--- src/rtl/bus_arbiter.sv ---
`default_nettype none
// ============================================================================
//  Module      : bus_arbiter
//  Description : Ownership sequencer for a shared wired-OR data bus.
//                Issues registered one-hot grants, inserts a one-cycle
//                all-zero turnaround between owners and force-releases an
//                owner that keeps its lock asserted for MAX_HOLD cycles.
//                Optional build macro BUS_ARB_FIXED_PRIO_EN selects fixed
//                priority (lowest requesting index wins) instead of the
//                default round-robin arbitration.
//  Revision    : 1.0  initial release
// ============================================================================
module bus_arbiter #(
    parameter int N_SRC    = 7,
    parameter int MAX_HOLD = 8,
    localparam int OW      = $clog2(N_SRC),
    localparam int CW      = $clog2(MAX_HOLD + 1)
) (
    input  logic             clk,
    input  logic             rst_n,
    input  logic [N_SRC-1:0] req,
    input  logic [N_SRC-1:0] lock,
    output logic [N_SRC-1:0] gnt,
    output logic [OW-1:0]    owner,
    output logic             busy,
    output logic             timeout,
    output logic [OW-1:0]    tout_src
);

    localparam logic [1:0] c_st_idle = 2'd0;
    localparam logic [1:0] c_st_own  = 2'd1;
    localparam logic [1:0] c_st_turn = 2'd2;

    localparam logic [N_SRC-1:0] c_one     = {{(N_SRC-1){1'b0}}, 1'b1};
    localparam logic [CW-1:0]    c_max_cnt = CW'(MAX_HOLD);

    logic [1:0]       r_state;
    logic [N_SRC-1:0] r_gnt;
    logic [OW-1:0]    r_owner;
    logic             r_timeout;
    logic [OW-1:0]    r_tout_src;
    logic [CW-1:0]    r_hold_cnt;

    logic             w_any_req;
    logic [OW-1:0]    w_win;
    logic             w_own_lock;
    logic             w_own_req;
    logic             w_at_max;
    logic             w_release;
    logic             w_forced;

`ifndef BUS_ARB_FIXED_PRIO_EN
    // Last-served source; the search starts just above it so it ranks last.
    logic [OW-1:0]    r_rr_ptr;

    // Index reached by stepping k places above base, wrapping at N_SRC.
    function automatic logic [OW-1:0] f_rr_idx(input logic [OW-1:0] base, input int k);
        int t;
        t = int'(base) + k;
        if (t >= N_SRC) begin
            t = t - N_SRC;
        end
        return OW'(t);
    endfunction
`endif

    // Winner selection: scanning from lowest to highest priority lets the
    // last match (the highest-priority requester) overwrite earlier ones.
    always_comb begin
        w_any_req = |req;
        w_win     = '0;
`ifdef BUS_ARB_FIXED_PRIO_EN
        for (int i = N_SRC - 1; i >= 0; i--) begin
            if (req[i]) begin
                w_win = OW'(i);
            end
        end
`else
        for (int k = N_SRC; k >= 1; k--) begin
            if (req[f_rr_idx(r_rr_ptr, k)]) begin
                w_win = f_rr_idx(r_rr_ptr, k);
            end
        end
`endif
    end

    // Release decision for the current owner; a release caused by lock or
    // req dropping takes precedence over the hold-limit, so no timeout.
    always_comb begin
        w_own_lock = lock[r_owner];
        w_own_req  = req[r_owner];
        w_at_max   = (r_hold_cnt == c_max_cnt);
        w_release  = !w_own_lock || !w_own_req || w_at_max;
        w_forced   = w_own_lock && w_own_req && w_at_max;
    end

    // Ownership state machine with registered grant and timeout outputs.
    always_ff @(posedge clk) begin
        if (!rst_n) begin
            r_state    <= c_st_idle;
            r_gnt      <= '0;
            r_owner    <= '0;
            r_timeout  <= 1'b0;
            r_tout_src <= '0;
            r_hold_cnt <= '0;
`ifndef BUS_ARB_FIXED_PRIO_EN
            r_rr_ptr   <= OW'(N_SRC - 1);
`endif
        end else begin
            r_timeout <= 1'b0;
            case (r_state)
                c_st_idle, c_st_turn: begin
                    if (w_any_req) begin
                        r_state    <= c_st_own;
                        r_gnt      <= c_one << w_win;
                        r_owner    <= w_win;
                        r_hold_cnt <= CW'(1);
`ifndef BUS_ARB_FIXED_PRIO_EN
                        r_rr_ptr   <= w_win;
`endif
                    end else begin
                        r_state <= c_st_idle;
                        r_gnt   <= '0;
                    end
                end
                c_st_own: begin
                    if (w_release) begin
                        r_state   <= c_st_turn;
                        r_gnt     <= '0;
                        r_timeout <= w_forced;
                        if (w_forced) begin
                            r_tout_src <= r_owner;
                        end
                    end else begin
                        r_hold_cnt <= r_hold_cnt + CW'(1);
                    end
                end
                default: begin
                    r_state <= c_st_idle;
                    r_gnt   <= '0;
                end
            endcase
        end
    end

    assign gnt      = r_gnt;
    assign owner    = r_owner;
    assign busy     = (r_state == c_st_own);
    assign timeout  = r_timeout;
    assign tout_src = r_tout_src;

endmodule
`default_nettype wire
--- config.mk ---
export PLATFORM = sky130hd
export DESIGN_NAME = bus_arbiter
export DESIGN_NICKNAME = d
export VERILOG_FILES = /design/src/rtl/bus_arbiter.sv
export SDC_FILE = /design/constraint.sdc
export NUM_CORES = 1
export LEC_CHECK = 0
export CORE_MARGIN = 2
export CORE_UTILIZATION = 33
export DETAILED_ROUTE_END_ITERATION = 6
export GPL_ROUTABILITY_DRIVEN = 1
export GPL_TIMING_DRIVEN = 0
export SETUP_SLACK_MARGIN = 0.3
export SYNTH_ARGS = -nofsm -noshare
export SYNTH_HDL_FRONTEND = slang
export SYNTH_SLANG_ARGS = --single-unit
--- constraint.sdc ---
create_clock -name clk -period 7 [get_ports clk]
set_input_delay 0.7 -clock clk [delete_from_list [all_inputs] [get_ports clk]]
set_output_delay 0.7 -clock clk [all_outputs]
set_load 0.02 [all_outputs]
==> results of run 1 <==
==> layer usage <==
layer,up-vias,share of wire,track usage
li1,1311,-,-
met3,21,0.065,0.0205
met2,124,0.47,0.322
met1,1319,0.43,0.255
met4,0,0.030,0.0920
met5,-,0,0
==> flip-flops by register name, indices dropped and copies added (netlist names) <==
| name | flops |
|---|---|
| gnt | 7 |
| owner | 3 |
| r_hold_cnt | 4 |
| r_rr_ptr | 2 |
| r_state | 2 |
| timeout | 1 |
| tout_src | 3 |
==> report_power, final <==
group	leakage (uW)	internal, uW	switching (uW)
combinational	0.000972	572	876
clock	0.0000216	38.4	38.3
sequential	0.000180	149	20.0
total	0.00117	759	934
==> kinds of logic after synthesis <==
kind of cell | count (synthesis) | share of synthesized area
and+or+nand+nor | 130 | 0.241
AOI/OAI and AO/OA | 98 | 0.298
buffers and inverters | 37 | 0.0629
muxes | 26 | 0.124
DFF | 22 | 0.172
adders and majority gates | 12 | 0.0615
xor gates and xnor gates | 11 | 0.0405
==> cell type report <==
cell class,instances,area (um2)
fillers,787,4620
multi-input cells,277,1960
flip-flops and latches,22,440
repair buffers,29,290
well taps,102,128
plain buffers,22,105
inverters,15,56.3
clock buffers,3,41.3
==> worst max-delay path, delay by kind of cell (launching register included) <==
family,cells,cell delay (ns)
AO/OA/AOI/OAI,3,0.91
buffers and inverters,3,0.67
multiplexers,1,0.55
AND/OR/NAND/NOR,3,0.50
XOR/XNOR,1,0.38
flip-flops,1,0.34
adder cells (fa/ha/maj),2,0.83
==> worst max path at each step <==
| stage | from | endpoint | slack, ns |
|---|---|---|---|
| final | r_rr_ptr[1]$_SDFFE_PN1P_ | gnt[2]$_SDFFE_PN0P_ | 2.72 |
| after CTS | r_rr_ptr[1]$_SDFFE_PN1P_ | gnt[2]$_SDFFE_PN0P_ | 2.71 |
| after floorplan | r_rr_ptr[1]$_SDFFE_PN1P_ | gnt[2]$_SDFFE_PN0P_ | 3.45 |
| after detailed placement | r_rr_ptr[1]$_SDFFE_PN1P_ | gnt[6]$_SDFFE_PN0P_ | 2.74 |
| after global placement | r_rr_ptr[1]$_SDFFE_PN1P_ | gnt[2]$_SDFFE_PN0P_ | 2.79 |
| after global routing | r_rr_ptr[1]$_SDFFE_PN1P_ | gnt[2]$_SDFFE_PN0P_ | 2.37 |
==> layout by cell type, fill, tap and decap left out, types with 4 or more instances in the layout <==
master / Yosys / layout
a21oi_1: 20 / 20
mux4_2: 4 / 4
nor2_1: 38 / 38
nand2b_1: 5 / 5
o211ai_1: 8 / 8
mux2_2: 7 / 7
dfxtp_1: 22 / 22
clkbuf_1: 11 / 11
a32o_1: 4 / 4
xnor2_1: 7 / 7
nand3_1: 10 / 10
o21ai_0: 9 / 9
a211o_1: 8 / 8
nor2b_1: 6 / 6
ha_1: 11 / 11
clkdlybuf4s50_1: 0 / 29
a2111oi_0: 4 / 4
mux2i_1: 15 / 15
buf_2: 6 / 6
inv_1: 14 / 14
nand2_1: 43 / 43
==> metrics by stage <==
step                      hold slack, ns  cells  setup WS, ns  instance area [um2]   util
after CTS                          0.473    470          2.71                 3020  0.395
after detailed placement           0.448    467          2.74                 2980  0.390
after global placement             0.454    467          2.79                 2980  0.390
final                              0.469    470          2.72                 3020  0.395
after floorplan                    0.499    336          3.45                 2560      -
after global routing               0.493    470          2.37                 3020  0.395
==> impl_metrics.json, run 1 <==
{
  "max_cap_viol_count": 0,
  "r2r-start": "r_rr_ptr[1]$_SDFFE_PN1P_",
  "synth_warnings": 0,
  "hold_violations": 0,
  "die_area_mm2": 0.00849,
  "cts_made_buffers": 3,
  "grt_usage": 0.195,
  "hold_path_class": "register to register",
  "synth_cell_types": 73,
  "h-tree-depth": 1,
  "clockBufferDepth": 2,
  "setup_tns_ns": 0,
  "rsz0062_at_grt": "false",
  "min_from": "gnt[5]$_SDFFE_PN0P_",
  "drc": 0,
  "antenna_cells": 0,
  "portBuffers": 29,
  "crit_required_ns": 7.16,
  "ff2ff_setup_slack_ns": 2.72,
  "dieWidth_um": 92.2,
  "reg2reg_depth": 13,
  "drt-total-wl_mm": 8.37,
  "worst-path-max-fanout": 10,
  "cp_cell_sequence": "buf_2 > inv_1 > ha_1 > inv_1 > fa_1 > xor2_1 > mux4_2 > nand2_1 > nand2_1 > and3b_1 > o32ai_2 > o211ai_1 > o41ai_1",
  "min_to": "gnt[5]$_SDFFE_PN0P_",
  "synth_flop_cell": "dfxtp_1",
  "grt-ovfl-total": 0,
  "slew_violations": 0,
  "critical_path_arrival_ns": 4.43,
  "syn_to_final_growth_pct": 17.9,
  "cts_hold_buf": 0,
  "fmax_mhz": 234,
  "synth_area_mm2": 0.00256,
  "synth_top_area_frac": 0.172,
  "path_clk_slew_ns": 0.08,
  "antenna_found_initial": 0,
  "post_cts_buffers": 0,
  "synth_cells": 336,
  "die_h_um": 92.2,
  "grt_pass1_vias": 2569,
  "critPathSlowestCell": "mux4_2",
  "synth_seq_cells": 22,
  "finalPower_uw": 1690,
  "drt_iter0_drc": 354,
  "clock_latency_ns": 0.26,
  "postRouteAntennaNets": 0,
  "cellPowerDensity_mw_per_mm2": 560,
  "synth.net_count": 364,
  "fin_worst_skew_ns": 0.00618,
  "cellLeakagePower_uw": 0.00117,
  "relSlewSlack": 0.532,
  "via_per_inst": 5.90,
  "synthArstFlopShare": 0,
  "cts_sinks": 22,
  "synthTopCellsByArea": "dfxtp_1, nand2_1, mux2i_1, nor2_1, ha_1",
  "finalSetupViolCount": 0,
  "outcome": "finished, final reports clean",
  "critPathCaptureType": "register",
  "fin_crit_ns": 4.28,
  "yosysMostFrequentCell": "nand2_1",
  "io_pins": 31,
  "ir_worst_vdd_uv": 346,
  "r2r-end": "gnt[2]$_SDFFE_PN0P_",
  "rows": 32,
  "fin_crit_sh": 0.611,
  "start_kind": "register",
  "place_congestion": 0.945,
  "drive_gt1_frac": 0.0978,
  "cts_resized": 0,
  "syn_area_per_cell_um2": 7.63,
  "wl_per_cell_um": 17.8,
  "synth_commonest_cells": "nand2_1, nor2_1, dfxtp_1",
  "slowest_delay_ns": 0.55,
  "drt_pass1_iterations": 5,
  "critPathKind": "register to register",
  "num_vias": 2775,
  "cts_tree": "built",
  "yosysTopAreaCell": "dfxtp_1",
  "fin_nets": 398,
  "synth_edf_count": 0,
  "ys_seq_area_frac": 0.172,
  "cts_root_buffer": "clkbuf_8",
  "min_path_cells": 1,
  "worstMarginPinSlew_ns": 0.684,
  "grt_pass1_wl_mm": 13.3,
  "dpl.hpwl_mm": 6.27,
  "coreArea_mm2": 0.00765,
  "initial_core_util": 0.335,
  "grt_max_degree": 12
}
No activity file was read; power rests on OpenSTA's default activity.
==> inputs of run 2 (changes only) <==
==> constraint.sdc (replaced) <==
create_clock -name clk -period 4.05 [get_ports clk]
set_input_delay 0.405 -clock clk [delete_from_list [all_inputs] [get_ports clk]]
set_output_delay 0.405 -clock clk [all_outputs]
set_load 0.02 [all_outputs]
==> run 2 against run 1 <==
- die area is the same
- largest power group unchanged
- combinational power grew 90%
- critical path type unchanged
- sequential power grew 75%
- largest cell class unchanged
- worst setup slack lost 2.3 ns
- count of clock-buffer cells in the layout is the same
- sequential share of layout area shrank 0.71 points
- final area grew 5.1%
- highest routed layer unchanged
==> impl_metrics.json, run 2 (same netlist as run 1, synthesis figures left out) <==
{
  "power_frac_clock": 0.041,
  "setup_tns_ns": 0,
  "coreArea_mm2": 0.00765,
  "initial_core_util": 0.335,
  "dp_cells": 467,
  "cts_root_buffer": "clkbuf_8",
  "start_kind": "register",
  "ff2ff_setup_slack_ns": 0.41,
  "fin_worst_skew_ns": 0.00639,
  "met3RoutedLength_um": 411,
  "dpl.hpwl_mm": 6.27,
  "fin_crit_ns": 3.64,
  "fin_ws_ns": 0.409,
  "slowest_delay_ns": 0.47,
  "via_per_inst": 5.91,
  "highest_layer": "met4",
  "cts_hold_buf": 0,
  "cellPowerDensity_mw_per_mm2": 1000,
  "cts_tree": "built",
  "critPathSlowestCell": "or3_1",
  "worst-path-max-fanout": 10,
  "ir_worst_vdd_uv": 666,
  "drt-total-wl_mm": 8.55,
  "wl_met1_mm": 3.66,
  "postRouteAntennaNets": 0,
  "slew_violations": 0,
  "dieWidth_um": 92.2,
  "drive_gt1_frac": 0.155,
  "hold_violations": 0,
  "final_cell_mix": "nand2_1, nor2_1, clkdlybuf4s50_1",
  "r2r-end": "gnt[3]$_SDFFE_PN0P_",
  "grt_usage": 0.199,
  "grt_pass1_wl_mm": 13.6,
  "r2r-start": "r_rr_ptr[1]$_SDFFE_PN1P_",
  "syn_to_final_growth_pct": 23.9,
  "stdcell_area_mm2": 0.00318,
  "clockBufferDepth": 2,
  "reg2reg_depth": 12,
  "p_sw_frac": 0.545,
  "io_pins": 31,
  "p_switching_uw": 1740,
  "grt_max_degree": 12,
  "critPathCaptureType": "register",
  "clock_latency_ns": 0.26,
  "outcome": "finished, final reports clean",
  "place_area_mm2": 0.00298,
  "cp.depth": 12,
  "place_congestion": 0.945,
  "power_frac_seq": 0.093,
  "critPathKind": "register to register",
  "fin_nets": 403,
  "h-tree-depth": 1,
  "antenna_cells": 0,
  "dp_slack_ns": -0.207,
  "die_area_mm2": 0.00849,
  "grt_pass1_vias": 2637,
  "die_h_um": 92.2,
  "cts_sinks": 22,
  "p_comb_frac": 0.866,
  "critical_path_arrival_ns": 3.81,
  "startpoint": "r_rr_ptr[1]$_SDFFE_PN1P_",
  "portBuffers": 29,
  "wl_met2_mm": 4.20,
  "layout.cells.non_filler": 475,
  "rows": 32,
  "endpoint": "gnt[3]$_SDFFE_PN0P_",
  "largest_reg_flops": 7,
  "fin_hold_ws_ns": 0.469,
  "cpLargestDelayFamily": "compound AO/OA/AOI/OAI gates",
  "crit_required_ns": 4.22,
  "relSlewSlack": 0.567,
  "grt-ovfl-total": 0,
  "worstMarginPinSlew_ns": 0.649,
  "fmax_mhz": 275,
  "rsz0062_at_grt": "true",
  "max_cap_viol_count": 0,
  "num_vias": 2806,
  "cellLeakagePower_uw": 0.00122,
  "fin_crit_sh": 0.899,
  "layout_commonest_cell": "nand2_1",
  "intPower_uw": 1450,
  "drt_pass1_iterations": 5,
  "drc": 0,
  "nFillCells": 777,
  "cp_cell_sequence": "buf_6 > clkinvlp_4 > buf_12 > ha_1 > a21boi_2 > mux4_2 > a2111oi_4 > or3_1 > a2111oi_2 > a211oi_2 > o211a_1 > o41ai_2",
  "antenna_found_initial": 0,
  "path_clk_slew_ns": 0.08,
  "path_buf_inv": 3,
  "drt_iter0_drc": 332,
  "finalSetupViolCount": 0,
  "hold_path_class": "register to register",
  "wl_per_cell_um": 18.0,
  "cts_made_buffers": 3
}
run 2: changes by cell type in the layout (fill, tap and decap cells not counted), sizes merged:
cell and delta:
clkbuf +1, clkinvlp +1, buf +4, inv -1
run 2: layer usage:
metal,GRT usage,up-vias
met1,0.255,1346
met4,0.0958,0
met5,0,-
li1,-,1327
met2,0.334,107
met3,0.0214,26
run 2: area by class of cell:
class	count	area [um2]	share of cell area
Inverter	15	60.1	0.0189
Multi-Input combinational cell	277	2050	0.645
Tap cell	102	128	0.0402
Buffer	22	118	0.0370
Clock buffer	3	41.3	0.0130
Timing Repair Buffer	34	340	0.107
Sequential cell	22	440	0.139
run 2: worst min-delay path by stage:
stage | from | end | slack [ns] | cells past startpoint
after floorplan | rst_n | r_rr_ptr[1]$_SDFFE_PN1P_ | 0.49 | 1
after global placement | gnt[3]$_SDFFE_PN0P_ | gnt[3]$_SDFFE_PN0P_ | 0.45 | 2
after detailed placement | gnt[2]$_SDFFE_PN0P_ | gnt[2]$_SDFFE_PN0P_ | 0.45 | 2
after CTS | gnt[2]$_SDFFE_PN0P_ | gnt[2]$_SDFFE_PN0P_ | 0.47 | 2
after global routing | gnt[5]$_SDFFE_PN0P_ | gnt[5]$_SDFFE_PN0P_ | 0.49 | 1
final | gnt[5]$_SDFFE_PN0P_ | gnt[5]$_SDFFE_PN0P_ | 0.47 | 1
run 2: power groups by stage:
stage	combinational, uW	sequential [uW]	clock [uW]
after floorplan	1860	309	0
after global placement	2430	298	0
after detailed placement	2450	298	0
after CTS	2550	296	134
after global routing	2980	301	141
final	2760	296	132
run 2: through the flow:
stage / power (uW) / util
after global placement: 2730 / 0.390
final: 3190 / 0.416
after CTS: 2980 / 0.407
after detailed placement: 2750 / 0.390
after global routing: 3420 / 0.416
after floorplan: 2170 / -
run 2: what timing repair did:
item / 4_1_cts / 5_1_grt
pin swaps: 2 / 2
setup buffers: 4 / 1
gates resized for setup: 8 / 18
endpoints found under the setup margin: 10 / 10
